===== src/rtl/tpu_vector_unpacker.sv =====
// Drains one 256-bit Float8 result vector as 32 single-byte beats, lane 0 first.
// Optional sticky overflow status is enabled with `define TPU_UNPACK_STICKY_OVF_EN.
module tpu_vector_unpacker #(
  parameter int LANES = 32,
  parameter int WIDTH = 8
) (
  input  logic                     clk,
  input  logic                     rst_n,
  input  logic                     vec_valid,
  output logic                     vec_ready,
  input  logic [LANES*WIDTH-1:0]   vec_data,
  input  logic                     vec_ovf,
  output logic                     lane_valid,
  input  logic                     lane_ready,
`ifdef TPU_UNPACK_STICKY_OVF_EN
  input  logic                     ovf_clr,
  output logic                     ovf_sticky,
`endif
  output logic [WIDTH-1:0]         lane_data,
  output logic [$clog2(LANES)-1:0] lane_idx,
  output logic                     lane_last,
  output logic                     lane_ovf
);

  localparam int IDX_W = $clog2(LANES);
  localparam logic [IDX_W-1:0] LAST_IDX = IDX_W'(LANES - 1);

  typedef enum logic {IDLE, STREAM} state_t;

  state_t                   state_reg, state_next;
  logic [LANES*WIDTH-1:0]   buf_reg, buf_next, buf_shift;
  logic [IDX_W-1:0]         idx_reg, idx_next;
  logic                     ovf_reg, ovf_next;
  logic                     accept, beat, at_last;

  // Lane-wise right shift by one lane with zero fill at the top.
  genvar gi;
  generate
    for (gi = 0; gi < LANES; gi++) begin : g_shift
      if (gi == LANES - 1) begin : g_top
        assign buf_shift[WIDTH*gi +: WIDTH] = '0;
      end else begin : g_mid
        assign buf_shift[WIDTH*gi +: WIDTH] = buf_reg[WIDTH*(gi+1) +: WIDTH];
      end
    end
  endgenerate

  assign at_last    = (state_reg == STREAM) && (idx_reg == LAST_IDX);
  assign lane_valid = (state_reg == STREAM);
  assign lane_data  = buf_reg[WIDTH-1:0];
  assign lane_idx   = idx_reg;
  assign lane_last  = at_last;
  assign lane_ovf   = at_last & ovf_reg;
  assign beat       = lane_valid & lane_ready;
  // Reload is allowed on the final beat so vectors stream without a bubble.
  assign vec_ready  = (state_reg == IDLE) | (at_last & lane_ready);
  assign accept     = vec_valid & vec_ready;

  always_comb begin
    state_next = state_reg;
    buf_next   = buf_reg;
    idx_next   = idx_reg;
    ovf_next   = ovf_reg;
    if (accept) begin
      state_next = STREAM;
      buf_next   = vec_data;
      idx_next   = '0;
      ovf_next   = vec_ovf;
    end else if (beat) begin
      if (at_last) begin
        state_next = IDLE;
        buf_next   = '0;
        idx_next   = '0;
        ovf_next   = 1'b0;
      end else begin
        buf_next = buf_shift;
        idx_next = idx_reg + 1'b1;
      end
    end
  end

  always_ff @(posedge clk or negedge rst_n) begin
    if (!rst_n) begin
      state_reg <= IDLE;
      buf_reg   <= '0;
      idx_reg   <= '0;
      ovf_reg   <= 1'b0;
    end else begin
      state_reg <= state_next;
      buf_reg   <= buf_next;
      idx_reg   <= idx_next;
      ovf_reg   <= ovf_next;
    end
  end

`ifdef TPU_UNPACK_STICKY_OVF_EN
  logic sticky_reg, sticky_next;

  // Set has priority so a clear cannot hide an overflow arriving the same cycle.
  always_comb begin
    sticky_next = sticky_reg;
    if (ovf_clr) sticky_next = 1'b0;
    if (accept && vec_ovf) sticky_next = 1'b1;
  end

  always_ff @(posedge clk or negedge rst_n) begin
    if (!rst_n) sticky_reg <= 1'b0;
    else        sticky_reg <= sticky_next;
  end

  assign ovf_sticky = sticky_reg;
`endif

endmodule


===== config.mk =====
export PLATFORM = sky130hd
export DESIGN_NAME = tpu_vector_unpacker
export DESIGN_NICKNAME = d
export VERILOG_FILES = /design/src/rtl/tpu_vector_unpacker.sv
export SDC_FILE = /design/constraint.sdc
export NUM_CORES = 1
export LEC_CHECK = 0
export BUFFER_PORTS_ARGS = -buffer_cell sky130_fd_sc_hd__buf_2
export CAP_MARGIN = 20
export CORE_UTILIZATION = 58
export CTS_CLUSTER_DIAMETER = 30
export CTS_CLUSTER_SIZE = 12
export DETAILED_ROUTE_END_ITERATION = 12
export PLACE_DENSITY = 0.94
export SETUP_SLACK_MARGIN = 0.05
export SLEW_MARGIN = 5
export SYNTH_ARGS = -nofsm -noshare
export SYNTH_HDL_FRONTEND = slang
export SYNTH_SLANG_ARGS = --single-unit

===== constraint.sdc =====
create_clock -name clk -period 6.5 [get_ports clk]
set_input_delay 0.65 -clock clk [delete_from_list [all_inputs] [get_ports clk]]
set_output_delay 0.65 -clock clk [all_outputs]
set_load 0.01 [all_outputs]

# Word-level counts from Yosys, hierarchy flattened
# Index checks and enable logic that the tools add are counted.
dict set report totals {
  in_bits 261
  wordCells 26
  regBits 263
  out_inout_bits 17
}
dict set report classes {
  n_bitwise 6
  n_reduce_logical 4
  add_sub_neg 1
  n_mux 10
  n_eq_ne 1
}
# operator count
set ops {}
lappend ops {{2-to-1 mux 256 bit} 2}
lappend ops {{2-to-1 mux 248 bit} 1}
lappend ops {{2-to-1 mux 5 bit} 3}
lappend ops {{adder 5 x 1 -> 5 bit, second input constant} 1}
lappend ops {{equality test 5 bit, second input constant} 1}
lappend ops {{AND 1 bit} 4}
lappend ops {{2-to-1 mux 1 bit} 4}
lappend ops {{nonzero test 2 bit} 2}
lappend ops {{AND reduction 2 bit} 1}
lappend ops {{logical AND 1 bit} 1}
lappend ops {{inverter 1 bit} 1}
lappend ops {{OR 1 bit} 1}

# Logic depth before layout (Yosys ltp)
# Gate-level depths: netlist (run 1).
dict set report logic_depth {
  word_depth 7
  depth_mapped 9
  ltp_nobuf 6
}

# Worst setup path before layout (run 1)
# No wires, ideal clock.
dict set report synth_path {
  path_kind {register to register}
  start {register idx_reg[0] (netlist: lane_idx[0])}
  end {register buf_reg[100]}
  path_buffers 3
  stages_incl_launch_ff 10
  required_time_ns 6.374
  slack_ns 4.377
  arrival_ns 1.997
  setup_ns 0.126
  period_less_slack_ns 2.123
  path_cell_list {dfrtp_1 ha_1 and3_1 ha_1 a21boi_4 nor2b_1 buf_6 buf_6 buf_6 a221o_1}
}
dict set report synth_via {
  elab_chain_len 6
  word_cells_on_any_way 9
  cone_classes {eq/ne (1); mux (3); bitwise (3); reduce/logical (2)}
}
# element line
set synth_lines {}
lappend synth_lines {{start: declaration} 32} ;# logic [IDX_W-1:0] idx_reg, idx_next;
lappend synth_lines {{start signal: assignment} 91} ;# idx_reg <= idx_next;
lappend synth_lines {{equality test 5 bit *} 48} ;# assign at_last = (state_reg == STREAM) && (idx_reg == LAST_IDX);
lappend synth_lines {{logical AND 1 bit *} 48}
lappend synth_lines {{AND 1 bit} 56} ;# assign vec_ready = (state_reg == IDLE) | (at_last & lane_ready);
lappend synth_lines {{OR 1 bit} 56}
lappend synth_lines {{AND 1 bit} 57} ;# assign accept = vec_valid & vec_ready;
lappend synth_lines {{2-to-1 mux 256 bit or nonzero test 2 bit (tied branches)} --}
lappend synth_lines {{end signal: assignment} 90} ;# buf_reg <= buf_next;
lappend synth_lines {{end: declaration} 31} ;# logic [LANES*WIDTH-1:0] buf_reg, buf_next, buf_shift;
# Every way passes the cells marked *; elsewhere a longest branch is shown, timed or not. The select of a mux whose other input is x is not followed.
# A chain may end at the register's enable or synchronous reset.

# Worst setup path after layout (run 1)
dict set report layout_path {
  start {register idx_reg[0] (netlist: lane_idx[0])}
  end {register buf_reg[77]}
}
# Same word-level chain as after synthesis.

==> impl_results.md, run 1 <==
- Status: finished clean
- Initial core utilization: 0.599
- Vias per cell: about 6.7
- Layout cells sized above 1: 0.325
- RR Endpoint: buf_reg[77]
- Tightest Hold Check Type: primary input to async pin
- CTS Buf Count: 50
- Final ANT Viol Nets: 0
- I/O pin count: between 200 and 300
- Fmax: between 300 and 400 MHz
- Yosys cell types: 26
- First-pass DRT Iterations: 6
- CP Capture Type: flop
- Main area contributors after synthesis: dfrtp_1 56%, a221o_1 21%, and3_1 13%
- WP data arrival: approximately 3.6 ns
- Clock Latency Late Sink: between 0.5 and 0.6 ns
- Async SR Flop Fraction: 1.00
- Final hold violation count: 0
- Sw frac: 0.268
- Max reg flops: about 260
- Largest net degree at the start of global routing: approximately 160
- Top-area cell type share of the netlist area: 0.557
- Worst Max-Slew Pin Slew: between 1 and 1.5 ns
- Yosys warns: 0
- Final Cycle Share: 0.476
- CTS Hold Bufs: 0
- Worst R2R Setup Slack: about 3.4 ns
- Post_cts resized: 0
- Core Rows: 51
- Synth-to-layout area growth: 24.1%
- Setup TNS: 0 ns
- Grt ovf: 0
- Root buf cell: clkbuf_16
- Final GP Congestion: ~0.79
- Clock share of power: 0.427
- Maximum VDD drop: 262 µV
- Skew final: about 0.020 ns
- Seq/Total Area, Yosys: 0.557
- Internal Pwr Total: approximately 4.9 mW
- Mean post-synth cell area: roughly 13 µm²
- CTS Sinks: between 200 and 300
- Commonest cells post-synth: 263 x dfrtp_1, 250 x and3_1, 248 x a221o_1
- Die X: ~140 µm
- H-Tree Depth: 2
- Crit path kind: flop to flop
- CTS tree: done
- Initial antenna violation count: 12
- Clock transition at path regs: 0.06 ns
- Global-route wire length before repair: around 52000 µm
- EDFF count, synth: 0
- Synthesized area: between 10000 and 15000 µm²
- Input/output buffers: roughly 280
- Cell Pwr Density: roughly 450 nW/µm²
- Fin. max-slew vios: 0
- Nets: around 1400
- Hold Worst Slack: approximately 0.18 ns
- Drc violations: 0
- Most frequent cell after synthesis: dfrtp_1
- Post-route minimum period: roughly 3.1 ns
- Worst-path fanout max: 93
- Core area: between 15000 and 20000 µm²
- Reg-to-reg startpoint: lane_idx[0]
- Leakage: 8.21 nW
- Ys flop type: dfrtp_1
- Max cap viols: 0
- Comb pwr share: 0.177
- Vias: a little under 10000
- Startpoint Class: flop
- Flops & latches, synth: between 200 and 300
- Bufs on Longest Clock Path: 3
- RSZ-0062 raised after global routing: no
- Global Route Usage Sum: 0.323
- Synth area leader: dfrtp_1
- Die height: between 100 and 150 µm
- Syn Inst Count: 922
- Overall routed net length: 34300 µm
- Net Sw Power: 1.79 mW
- Total Die Area: roughly 21000 µm²
- CP required: approximately 7 ns
- Syn_nets: 1185
- WL/cell: 23.5 µm
- Hpwl dp: approximately 19000 µm
- Power Total: approximately 6.7 mW
- Slew margin rel.: 0.248
- Register-to-Register Path Depth: 8
- Final setup vio count: 0
- # Post-CTS Setup Buffers: 0
- Sequential power share: 0.396
- Vias in the first global route: approximately 10000
- Initial DRC count: ~850
## worst max path at each step
stage / to / slack [ns] / startpoint
final: buf_reg[77] / 3.41 / lane_idx[0]
after global routing: buf_reg[68] / 3.25 / lane_idx[1]
after CTS: buf_reg[31] / 3.49 / lane_idx[0]
after detailed placement: buf_reg[128] / 3.53 / lane_idx[0]
after global placement: buf_reg[128] / 3.58 / lane_idx[0]
after floorplan: buf_reg[100] / 4.38 / lane_idx[0]
## per-layer routing
layer | track usage | vias up | routed length, µm
met2 | 0.515 | 604 | 16300
met4 | 0.155 | 4 | 1270
met3 | 0.107 | 108 | 3520
li1 | - | 4185 | -
met1 | 0.397 | 4850 | 13200
met5 | 0 | - | 24
## power by group through the flow
| stage | registers, mW | logic, mW | clock network [mW] |
|---|---|---|---|
| 2_1_floorplan | 2.46 | 0.893 | 0 |
| 3_3_place_gp | 2.59 | 1.07 | 0 |
| 3_5_place_dp | 2.60 | 1.13 | 0 |
| 4_1_cts | 2.62 | 1.18 | 2.86 |
| 5_1_grt | 2.69 | 1.28 | 2.95 |
| 6_report | 2.63 | 1.18 | 2.84 |
## logic make-up after synthesis
logic type / Yosys count / synth area share
AOI/OAI and AO/OA: 262 / 0.220
adders and majority gates: 2 / 0.00212
DFF: 263 / 0.557
and+or+nand+nor: 270 / 0.141
muxes: 3 / 0.00402
buffers and inverters: 122 / 0.0758
## through the flow
step | std cells | worst slack [ns] | utilization | instance area (µm²)
6_report | 1456 | 3.41 | 0.744 | 14700
5_1_grt | 1454 | 3.25 | 0.744 | 14700
4_1_cts | 1446 | 3.49 | 0.742 | 14600
3_5_place_dp | 1354 | 3.53 | 0.648 | 12800
3_3_place_gp | 1354 | 3.58 | 0.648 | 12800
2_1_floorplan | 922 | 4.38 | - | 11800
## area by class of cell
class / count / area (µm²)
Fill cell: 1194 / 5050
Multi-Input combinational cell: 537 / 4370
Tap cell: 265 / 332
Clock buffer: 58 / 1380
Clock inverter: 34 / 489
Inverter: 1 / 3.75
Sequential cell: 263 / 6580
Antenna cell: 10 / 25.0
Timing Repair Buffer: 288 / 1490
## placed cells by master, fill, tap and decap left out, drive strengths merged, types with 3 or more instances in the layout
cell type    n
clkbuf      58
diode       10
inv          7
a221o      248
a22o         8
and3       250
nand2        8
clkinv      16
nand3        4
o21ai        3
bufinv      11
buf        288
dfrtp      263
## worst max-delay path, stage by stage, from the launching register on
cell and delay (ns):
dfrtp_1 0.41, ha_1 0.25, and3_1 0.16, ha_1 0.28
nor2b_4 0.15, buf_4 0.58, buf_4 0.66, and3_1 0.27
a221o_1 0.14
No activity file was read; power rests on OpenSTA's default activity.
==> run 2: changes to the inputs <==
--- a/config.mk
+++ b/config.mk
@@ -7,11 +7,11 @@
 export LEC_CHECK = 0
 export BUFFER_PORTS_ARGS = -buffer_cell sky130_fd_sc_hd__buf_2
 export CAP_MARGIN = 20
-export CORE_UTILIZATION = 58
+export CORE_UTILIZATION = 49
 export CTS_CLUSTER_DIAMETER = 30
 export CTS_CLUSTER_SIZE = 12
 export DETAILED_ROUTE_END_ITERATION = 12
-export PLACE_DENSITY = 0.94
+export PLACE_DENSITY = 0.86
 export SETUP_SLACK_MARGIN = 0.05
 export SLEW_MARGIN = 5
 export SYNTH_ARGS = -nofsm -noshare
==> constraint.sdc (replaced) <==
create_clock -name clk -period 2.5 [get_ports clk]
set_input_delay 0.25 -clock clk [delete_from_list [all_inputs] [get_ports clk]]
set_output_delay 0.25 -clock clk [all_outputs]
set_load 0.01 [all_outputs]
==> impl_results.md, run 2 (synthesized netlist as in run 1, its figures left out) <==
- Final ANT Viol Nets: 0 (unchanged)
- RR Endpoint: buf_reg[197]
- Fill cell count: 1347 (+13%)
- Synth-to-layout area growth: 49.1%
- Fmax: approximately 420 MHz
- Worst Max-Slew Pin Slew: 0.636 ns (-0.492 ns)
- Input/output buffers: 277 (unchanged)
- Core Rows: 56 (+9.8%)
- Internal Pwr Total: 12.8 mW (+160%)
- Most frequent CP cell: ha_1
- WP data arrival: 2.12 ns (-1.45 ns)
- Final core utilization: 0.749 (+0.00491)
- Critical Path Max Stage Delay: 0.42 ns (-0.24 ns)
- Net Sw Power: 5.40 mW (+200%)
- Skew final: 0.0207 ns (+0.00110 ns)
- CP required: 2.25 ns (-4.72 ns)
- CTS Buf Count: 55 (+10%)
- Post-route minimum period: roughly 2.4 ns
- Critical path's top delay family: adder cells
- Clock transition at path regs: 0.05 ns (about the same)
- CP Capture Type: output port
- Cell depth of the worst hold path: 3
- Overall routed net length: 43900 µm (+28%)
- Nets: 1677 (+19%)
- Cell Pwr Density: 1040 nW/µm² (+130%)
- Initial antenna violation count: 4 (-8)
- CTS Sinks: 263 (unchanged)
- Power Total: 18.2 mW (+170%)
- Clock Latency Late Sink: 0.57 ns (+0.02 ns)
- Leakage: 9.43 nW (+15%)
- Sequential power share: 0.379 (-0.017)
- CTS tree: done
- CP max stage cell: dfrtp_1
- RSZ-0062 raised after global routing: no
- Clock share of power: 0.420 (-0.007)
- Final Cycle Share: 0.949
- I/O pin count: 278 (unchanged)
- Vias in the first global route: 12000 (+24%)
- Max reg flops: 256 (unchanged)
- Die X: 157 µm (+8.7%)
- First-pass DRT Iterations: 6 (unchanged)
- Global Route Usage Sum: 0.358 (+0.0343)
- Root buf cell: clkbuf_16
- Largest net degree at the start of global routing: 114 (-30%)
- Vias: 11500 (+18%)
- Sw frac: 0.296 (+0.0275)
- H-Tree Depth: 2 (unchanged)
- Global-route wire length before repair: 67400 µm (+31%)
- Fin. max-slew vios: 0 (unchanged)
- Tightest Hold Check Type: primary input to flop
- Commonest non-fill, non-tap cell in the layout: buf_2
- Startpoint Class: flop
- Post_cts resized: 0 (unchanged)
- Final setup vio count: 0 (unchanged)
- Register-to-Register Path Depth: 7 (-1)
- Most frequent cells in the layout: 276 x buf_2, 263 x dfrtp_1, 257 x dlygate4sd3_1, 250 x and3_1, 248 x a221o_1
- Worst-path fanout max: 6 (-94%)
- Worst R2R Setup Slack: 0.17 ns (-3.24 ns)
- Layout cells sized above 1: 0.279 (-0.0464)
- Vias per cell: 6.43 (-4.0%)
- Hpwl dp: 19800 µm (+3.8%)
- Bufs on Longest Clock Path: 3 (unchanged)
- Reg-to-reg startpoint: lane_idx[0]
- Final hold violation count: 0 (unchanged)
- Max cap viols: 0 (unchanged)
- Critical Path, Cell by Cell: ha_1 -> and3_1 -> ha_1 -> a21boi_4 -> inv_1 -> buf_2
- Status: finished clean
- Levels on crit path: 6 (-2)
- Total Die Area: 24700 µm² (+18%)
- WL/cell: 24.7 µm (+4.8%)
- Slew margin rel.: 0.576 (+0.328)
- Initial core utilization: 0.502 (-0.0974)
- Setup TNS: 0 ns (unchanged)
- Hold EP: ovf_reg
- Final GP Congestion: 0.834 (+5.3%)
- Hold_sp: vec_ovf
- Initial DRC count: 1256 (+48%)
- Crit path buf inv count: 2 (unchanged)
- Maximum VDD drop: 718 µV (+170%)
- Grt ovf: 0 (unchanged)
- Crit path kind: flop to output port
- Comb pwr share: 0.200 (+0.023)
- Drc violations: 0 (unchanged)
- Core area: 23500 µm² (+19%)
- Die height: 157 µm (+8.7%)
==> run 2: cell types whose count changed in the layout (fill, tap and decap cells not counted), moves of 3 or more <==
cell / change
dlygate4sd3_1: +257
buf_12: +14
diode_2: -7
inv_8: +5
bufinv_16: -4
inv_6: +4
buf_4: -3
clkinvlp_4: +3
==> run 2: worst max-delay path by stage <==
stage / slack, ns / startpoint / endpoint
6_report: 0.13 / lane_idx[0] / vec_ready
5_1_grt: 0.04 / lane_idx[0] / vec_ready
4_1_cts: 0.12 / lane_idx[0] / vec_ready
3_5_place_dp: 0.30 / lane_idx[0] / buf_reg[118]
3_3_place_gp: 0.36 / lane_idx[0] / buf_reg[145]
2_1_floorplan: 0.38 / lane_idx[0] / buf_reg[100]
==> run 2: per-stage QoR <==
stage | area, µm² | hold WS, ns | std cells | worst slack, ns
2_1_floorplan | 11800 | -0.0456 | 922 | 0.377
3_3_place_gp | 13100 | 0.205 | 1417 | 0.356
3_5_place_dp | 13100 | 0.210 | 1417 | 0.298
4_1_cts | 17600 | 0.0149 | 1777 | 0.123
5_1_grt | 17600 | 0.0330 | 1781 | 0.0434
6_report | 17600 | 0.0284 | 1782 | 0.127
==> run 2: worst reg2reg max path, delay by kind of cell, from the launching register on <==
family	cells	cell delay, ns
DFF	1	0.42
buffers and inverters	1	0.22
and+or+nand+nor	2	0.26
AOI/OAI and AO/OA	2	0.76
adders and majority gates	2	0.54
==> run 2: cell type report <==
class	instances	area, µm²	share of cell area
Timing Repair Buffer	556	4320	0.245
Sequential cell	263	6580	0.373
Tap cell	319	399	0.0226
Antenna cell	3	7.51	0.000426
Clock buffer	59	1420	0.0806
Clock inverter	44	523	0.0297
Inverter	1	3.75	0.000213
Multi-Input combinational cell	537	4370	0.248
==> run 2: repair_timing <==
| action | CTS | global route |
|---|---|---|
| endpoints found under the setup margin | 0 | 2 |
| hold endpoints to repair | 306 | 0 |
| buffers inserted | 0 | 2 |
| hold buffers | 257 | 0 |
==> run 2: routing by layer <==
layer | share of wire | track usage
met1 | 0.36 | 0.414
met2 | 0.49 | 0.593
met3 | 0.093 | 0.101
met4 | 0.057 | 0.209
met5 | 0.00066 | 0
==> run 2: power groups by stage <==
| stage | clock, mW | combinational [mW] | sequential [mW] |
|---|---|---|---|
| after floorplan | 0 | 2.32 | 6.41 |
| after global placement | 0 | 2.89 | 6.70 |
| after detailed placement | 0 | 3.01 | 6.72 |
| after CTS | 7.63 | 3.39 | 6.71 |
| after global routing | 7.95 | 3.90 | 7.07 |
| final | 7.67 | 3.66 | 6.92 |
